<file path="src/rtl/output_packer.sv">
// Packs scaled output vectors into wide activation-buffer words and issues
// one write per full word (or per final partial word) at incrementing byte addresses.
module output_packer #(
    parameter int numElements  = 32,
    parameter int elementWidth = 4,
    parameter int wordWidth    = 512,
    parameter int addrWidth    = 32,
    parameter int countWidth   = 16
) (
    input  logic                                clk,
    input  logic                                nrst,
    input  logic                                start_i,
    input  logic                                clear_i,
    input  logic [addrWidth-1:0]                base_addr_i,
    input  logic [countWidth-1:0]               num_vectors_i,
    input  logic [numElements*elementWidth-1:0] data_i,
    input  logic                                valid_i,
    output logic                                ready_o,
    output logic                                wr_en_o,
    output logic [addrWidth-1:0]                wr_addr_o,
    output logic [wordWidth-1:0]                wr_data_o,
    output logic                                busy_o,
    output logic                                done_o
);

    localparam int vecWidth  = numElements * elementWidth;
    localparam int lanes     = wordWidth / vecWidth;
    localparam int addrStep  = wordWidth / 8;
    localparam int laneWidth = (lanes > 1) ? $clog2(lanes) : 1;

    typedef enum logic [1:0] {
        IDLE,
        PACK,
        DONE
    } state_t;

    state_t                 state;
    state_t                 state_next;
    logic [addrWidth-1:0]   addr_reg;
    logic [countWidth-1:0]  remaining;
    logic [laneWidth-1:0]   lane;
    logic [wordWidth-1:0]   shadow;
    logic [wordWidth-1:0]   merged;
    logic                   accept;
    logic                   last_vec;
    logic                   lane_full;
    logic                   emit;

    assign accept    = (state == PACK) && valid_i && !clear_i;
    assign last_vec  = (remaining == countWidth'(1));
    assign lane_full = (lane == laneWidth'(lanes - 1));
    assign emit      = accept && (last_vec || lane_full);

    assign ready_o = (state == PACK);
    assign busy_o  = (state != IDLE);
    assign done_o  = (state == DONE);

    // Word as it would look with the incoming vector dropped into the current lane;
    // lanes above the current one are forced to zero so a partial flush is clean.
    always_comb begin
        merged = shadow;
        for (int i = 0; i < lanes; i++) begin
            if (lane == laneWidth'(i)) begin
                merged[i*vecWidth +: vecWidth] = data_i;
            end else if (laneWidth'(i) > lane) begin
                merged[i*vecWidth +: vecWidth] = '0;
            end
        end
    end

    always_ff @(posedge clk or negedge nrst) begin
        if (!nrst) begin
            state <= IDLE;
        end else begin
            state <= state_next;
        end
    end

    always_comb begin
        state_next = state;
        case (state)
            IDLE: begin
                if (start_i) begin
                    state_next = (num_vectors_i == '0) ? DONE : PACK;
                end
            end
            PACK: begin
                if (accept && last_vec) begin
                    state_next = DONE;
                end
            end
            DONE: begin
                state_next = IDLE;
            end
            default: begin
                state_next = IDLE;
            end
        endcase
        if (clear_i) begin
            state_next = IDLE;
        end
    end

    always_ff @(posedge clk or negedge nrst) begin
        if (!nrst) begin
            addr_reg  <= '0;
            remaining <= '0;
            lane      <= '0;
            shadow    <= '0;
            wr_en_o   <= 1'b0;
            wr_addr_o <= '0;
            wr_data_o <= '0;
        end else begin
            wr_en_o <= 1'b0;
            if (clear_i) begin
                remaining <= '0;
                lane      <= '0;
                shadow    <= '0;
            end else if ((state == IDLE) && start_i) begin
                addr_reg  <= base_addr_i;
                remaining <= num_vectors_i;
                lane      <= '0;
                shadow    <= '0;
            end else if (accept) begin
                remaining <= remaining - countWidth'(1);
                if (emit) begin
                    wr_en_o   <= 1'b1;
                    wr_data_o <= merged;
                    wr_addr_o <= addr_reg;
                    addr_reg  <= addr_reg + addrWidth'(addrStep);
                    shadow    <= '0;
                    lane      <= '0;
                end else begin
                    shadow <= merged;
                    lane   <= lane + laneWidth'(1);
                end
            end
        end
    end

endmodule
</file>
<file path="config.mk">
export PLATFORM = sky130hd
export DESIGN_NAME = output_packer
export DESIGN_NICKNAME = d
export VERILOG_FILES = /design/src/rtl/output_packer.sv
export SDC_FILE = /design/constraint.sdc
export NUM_CORES = 2
export LEC_CHECK = 0
export ABC_CLOCK_PERIOD_IN_PS = 2300
export BUFFER_PORTS_ARGS = -buffer_cell sky130_fd_sc_hd__buf_2
export CORE_AREA = 2 2 236 413
export DETAILED_ROUTE_END_ITERATION = 8
export DIE_AREA = 0 0 238 415
export MAX_ROUTING_LAYER = met4
export PLACE_DENSITY = 0.65
export SLEW_MARGIN = 30
export SYNTH_ARGS = -nofsm -noshare
export SYNTH_HDL_FRONTEND = slang
export SYNTH_SLANG_ARGS = --single-unit
</file>
<file path="constraint.sdc">
create_clock -name clk -period 2.3 [get_ports clk]
set_clock_uncertainty 0.2 [all_clocks]
set_input_delay 0.345 -clock clk [delete_from_list [all_inputs] [get_ports clk]]
set_output_delay 0.345 -clock clk [all_outputs]
set_load 0.01 [all_outputs]
</file>
==> summary.md <==
| Metric | Value |
|---|---|
| Status | finished with violations |
| Failing checks | negative setup slack |
| Worst Tran Pin Value | 0.822 ns |
| Core region area | 95300 um2 |
| GP Congestion | 0.935 |
| Yosys cell types | 60 |
| Detailed Route WL | 155000 um |
| Sequential area share after synthesis | 0.615 |
| Vias per cell | 5.90 |
| Sink Count | 981 |
| Final Setup Violations | 638 |
| DR iter-0 viols | 2951 |
| HPWL Detailed | 95000 um |
| Buf/Inv on CP | 7 |
| Crit path max fanout | 7 |
| Nature of the critical path endpoint | flip-flop |
| Hold crit path type | in -> async |
| Setup CP Type | reg -> reg |
| RSZ-0062 raised after global routing | yes |
| Routed len/inst | 26.1 um |
| Worst path arrival time | 2.85 ns |
| CTS max path bufs | 3 |
| Largest reg by FF count | wr_data_o |
| Async SR Flop Fraction | 1.00 |
| Drt pass-1 iters | 7 |
| Post-route setup TNS | -35.30 ns |
| PwrDens | 837 nW/um2 |
| Worst-path clk slew | 0.07 ns |
| R2r setup slk | -0.19 ns |
| Final Cycle Share | 1.08 |
| CTS tree | built |
| I/O Pins | 729 |
| Maximum clock rate | 402 MHz |
| CTS Root Cell | clkbuf_16 |
| Total CTS buffers | 93 |
| H-tree Lvls | 3 |
| Yosys warning count | 0 |
| Die Ht | 415 um |
| DIE AREA | 98800 um2 |
| Biggest regs | wr_data_o: 512 flops, shadow: 384 flops |
| Hold Vio Cnt, Final | 0 |
| Peak supply drop | 0.000591 V |
| Nets | 4855 |
| Buffers added on ports | 728 |
| CP startpoint kind | flip-flop |
| Vias in the first global route | 35000 |
| Drt drc | 0 |
| Max-cap violation count | 0 |
| Initial core utilization | 0.418 |
| Area growth from synthesis to layout | 41.7% |
| Cell Area, Synth | 39900 um2 |
| Worst Slack Setup Final | -0.187 ns |
| Remaining global-route overflow | 0 |
| Worst path max stage delay | 0.40 ns |
| Vias | 35100 |
| Max reg flops | 512 |
| Top FF cell, synth | dfrtp_1 |
| First-pass GRT wire length | 227000 um |
| Syn_nets | 3811 |
| Crit path max-delay cell type | dfrtp_1 |
| Die W | 238 um |
| Mapped Cells | 3623 |
| Remaining antenna violation count | 0 |
| Fin crit period | 2.49 ns |
| Antenna violations before repair | 1 |
| Worst endpoint required time | 2.66 ns |
| Slew Limit Headroom | 0.450 |
| Rows | 150 |
| Layout cells sized above 1 | 0.347 |
| Most frequent cell on the critical path | buf_12 |
| Post-synth EDFFs | 0 |
| Leak pwr | 30.0 nW |
| Post-synthesis register bit count | 981 |
| Slew Limit Fails | 0 |
| Pre-CTS setup slack | -0.296 ns |
| Clock Latency Late Sink | 0.68 ns |
| CP delay by family, top | buffers and inverters |
| Critical Path, Cell by Cell | inv_2 > ha_4 > nor4b_4 > and4_4 > o21ai_4 > buf_12 > buf_12 > clkinv_16 > buf_16 > buf_12 > clkbuf_16 > nor2_1 > nor2_1 |
| Avg Inst Size Synth | 11.0 um2 |
| GRT Util Overall | 0.312 |
| Largest net degree at the start of global routing | 99 |
-- cells in the mapped netlist, drive strengths merged, types with 7 or more instances --
cell type,count,area (um2)
dfrtp,981,24500
nor2,546,2050
nand2,496,1860
a22o,385,3370
a221oi,256,2370
o21ai,175,880
clkbuf,164,616
buf,154,835
nand3,142,711
mux2i,129,1290
a21oi,40,200
nand4,15,93.8
nor4,15,124
nor3,13,70.1
o22ai,11,68.8
a2bb2oi,10,87.6
and3,9,56.3
inv,8,30.0
ha,7,87.6
-- worst reg2reg max path, stage by stage (launching register included) --
cell and delay (ns):
dfrtp_1 0.40, inv_2 0.08, ha_4 0.16, nor4b_4 0.13, and4_4 0.18, o21ai_4 0.23, buf_12 0.18, buf_12 0.13
clkinv_16 0.08, buf_16 0.16, buf_12 0.16, clkbuf_16 0.17, nor2_1 0.10, nor2_1 0.05
-- metrics by stage --
stage	util	std cells	hold slack (ns)	instance area [um2]	power, mW
2_1_floorplan	-	3623	-0.151	39900	24.5
3_3_place_gp	0.491	5504	0.105	46800	29.7
3_5_place_dp	0.491	5504	0.108	46800	29.8
4_1_cts	0.577	5936	0.171	55000	46.9
5_1_grt	0.593	5958	0.209	56500	49.2
6_report	0.593	5959	0.207	56500	47.3
-- layout by cell type (no fill, tap or decap), drive strengths merged, types with 4 or more instances in the layout --
cell and instances:
o22ai 11, a2bb2oi 10, mux2 6, nand2 496, inv 10, a21oi 40, bufbuf 9, dfrtp 981
ha 7, dlygate4sd3 181, clkbuf 151, a31oi 6, bufinv 10, nor4 15, buf 1057, nand4 15
o21ai 175, mux2i 129, o22a 5, nor2 546, a21o 4, and3 9, a22o 385, nor3 13
a221oi 256, nand3 142, clkinv 23, a22oi 4
-- path summary, 6_finish.rpt --
kind | start | depth (start not counted) | to
worst min-delay path | nrst | 3 | wr_data_o[50]
min in group clk | base_addr_i[1] | 3 | addr_reg[1]
max in group asynchronous | nrst | 3 | wr_data_o[133]
worst max register to register | remaining[1] | 13 | wr_data_o[177]
worst max-delay path | remaining[1] | 13 | wr_data_o[177]
worst min register to register | wr_data_o[385] | 2 | wr_data_o[385]
-- logic make-up (layout without fill, tap and decap cells) --
kind of cell | after synthesis | count (layout) | share of synthesized area
buffers and inverters | 327 | 1444 | 0.0372
AO/OA/AOI/OAI | 911 | 912 | 0.182
multiplexers | 135 | 135 | 0.0341
AND/OR/NAND/NOR | 1262 | 1262 | 0.129
flip-flops | 981 | 981 | 0.615
adder cells (fa/ha/maj) | 7 | 7 | 0.00220
other | 0 | 2 | 0
-- routing by layer --
layer,track usage,wire [um]
met1,0.382,60200
met2,0.496,75000
met3,0.0674,12500
met4,0.140,7660
met5,-,0
-- layout make-up --
type                    count  area [um2]
clock inverters            36         526
fillers                  7636       38800
inverters                   9        60.1
well taps                1216        1520
diodes                      2        5.00
clock buffers             133        2700
flip-flops and latches    981       24500
repair buffers           1265       11000
multi-input cells        2316       16200
repair inverters            1        30.0
-- repair_timing --
action | 4_1_cts | 5_1_grt
hold buffers | 182 | 0
resized for setup | 339 | 292
endpoints found under the hold margin | 1855 | 0
buffers inserted | 42 | 10
pin swaps | 66 | 117
gates cloned | 44 | 21
endpoints found under the setup margin | 938 | 935
-- power breakdown --
| part | internal (mW) | leakage [nW] | switching, mW |
|---|---|---|---|
| clock network | 9.35 | 1.58 | 7.00 |
| registers | 19.3 | 13.5 | 1.75 |
| logic | 4.01 | 15.0 | 5.87 |
No activity file was read; power rests on OpenSTA's default activity.
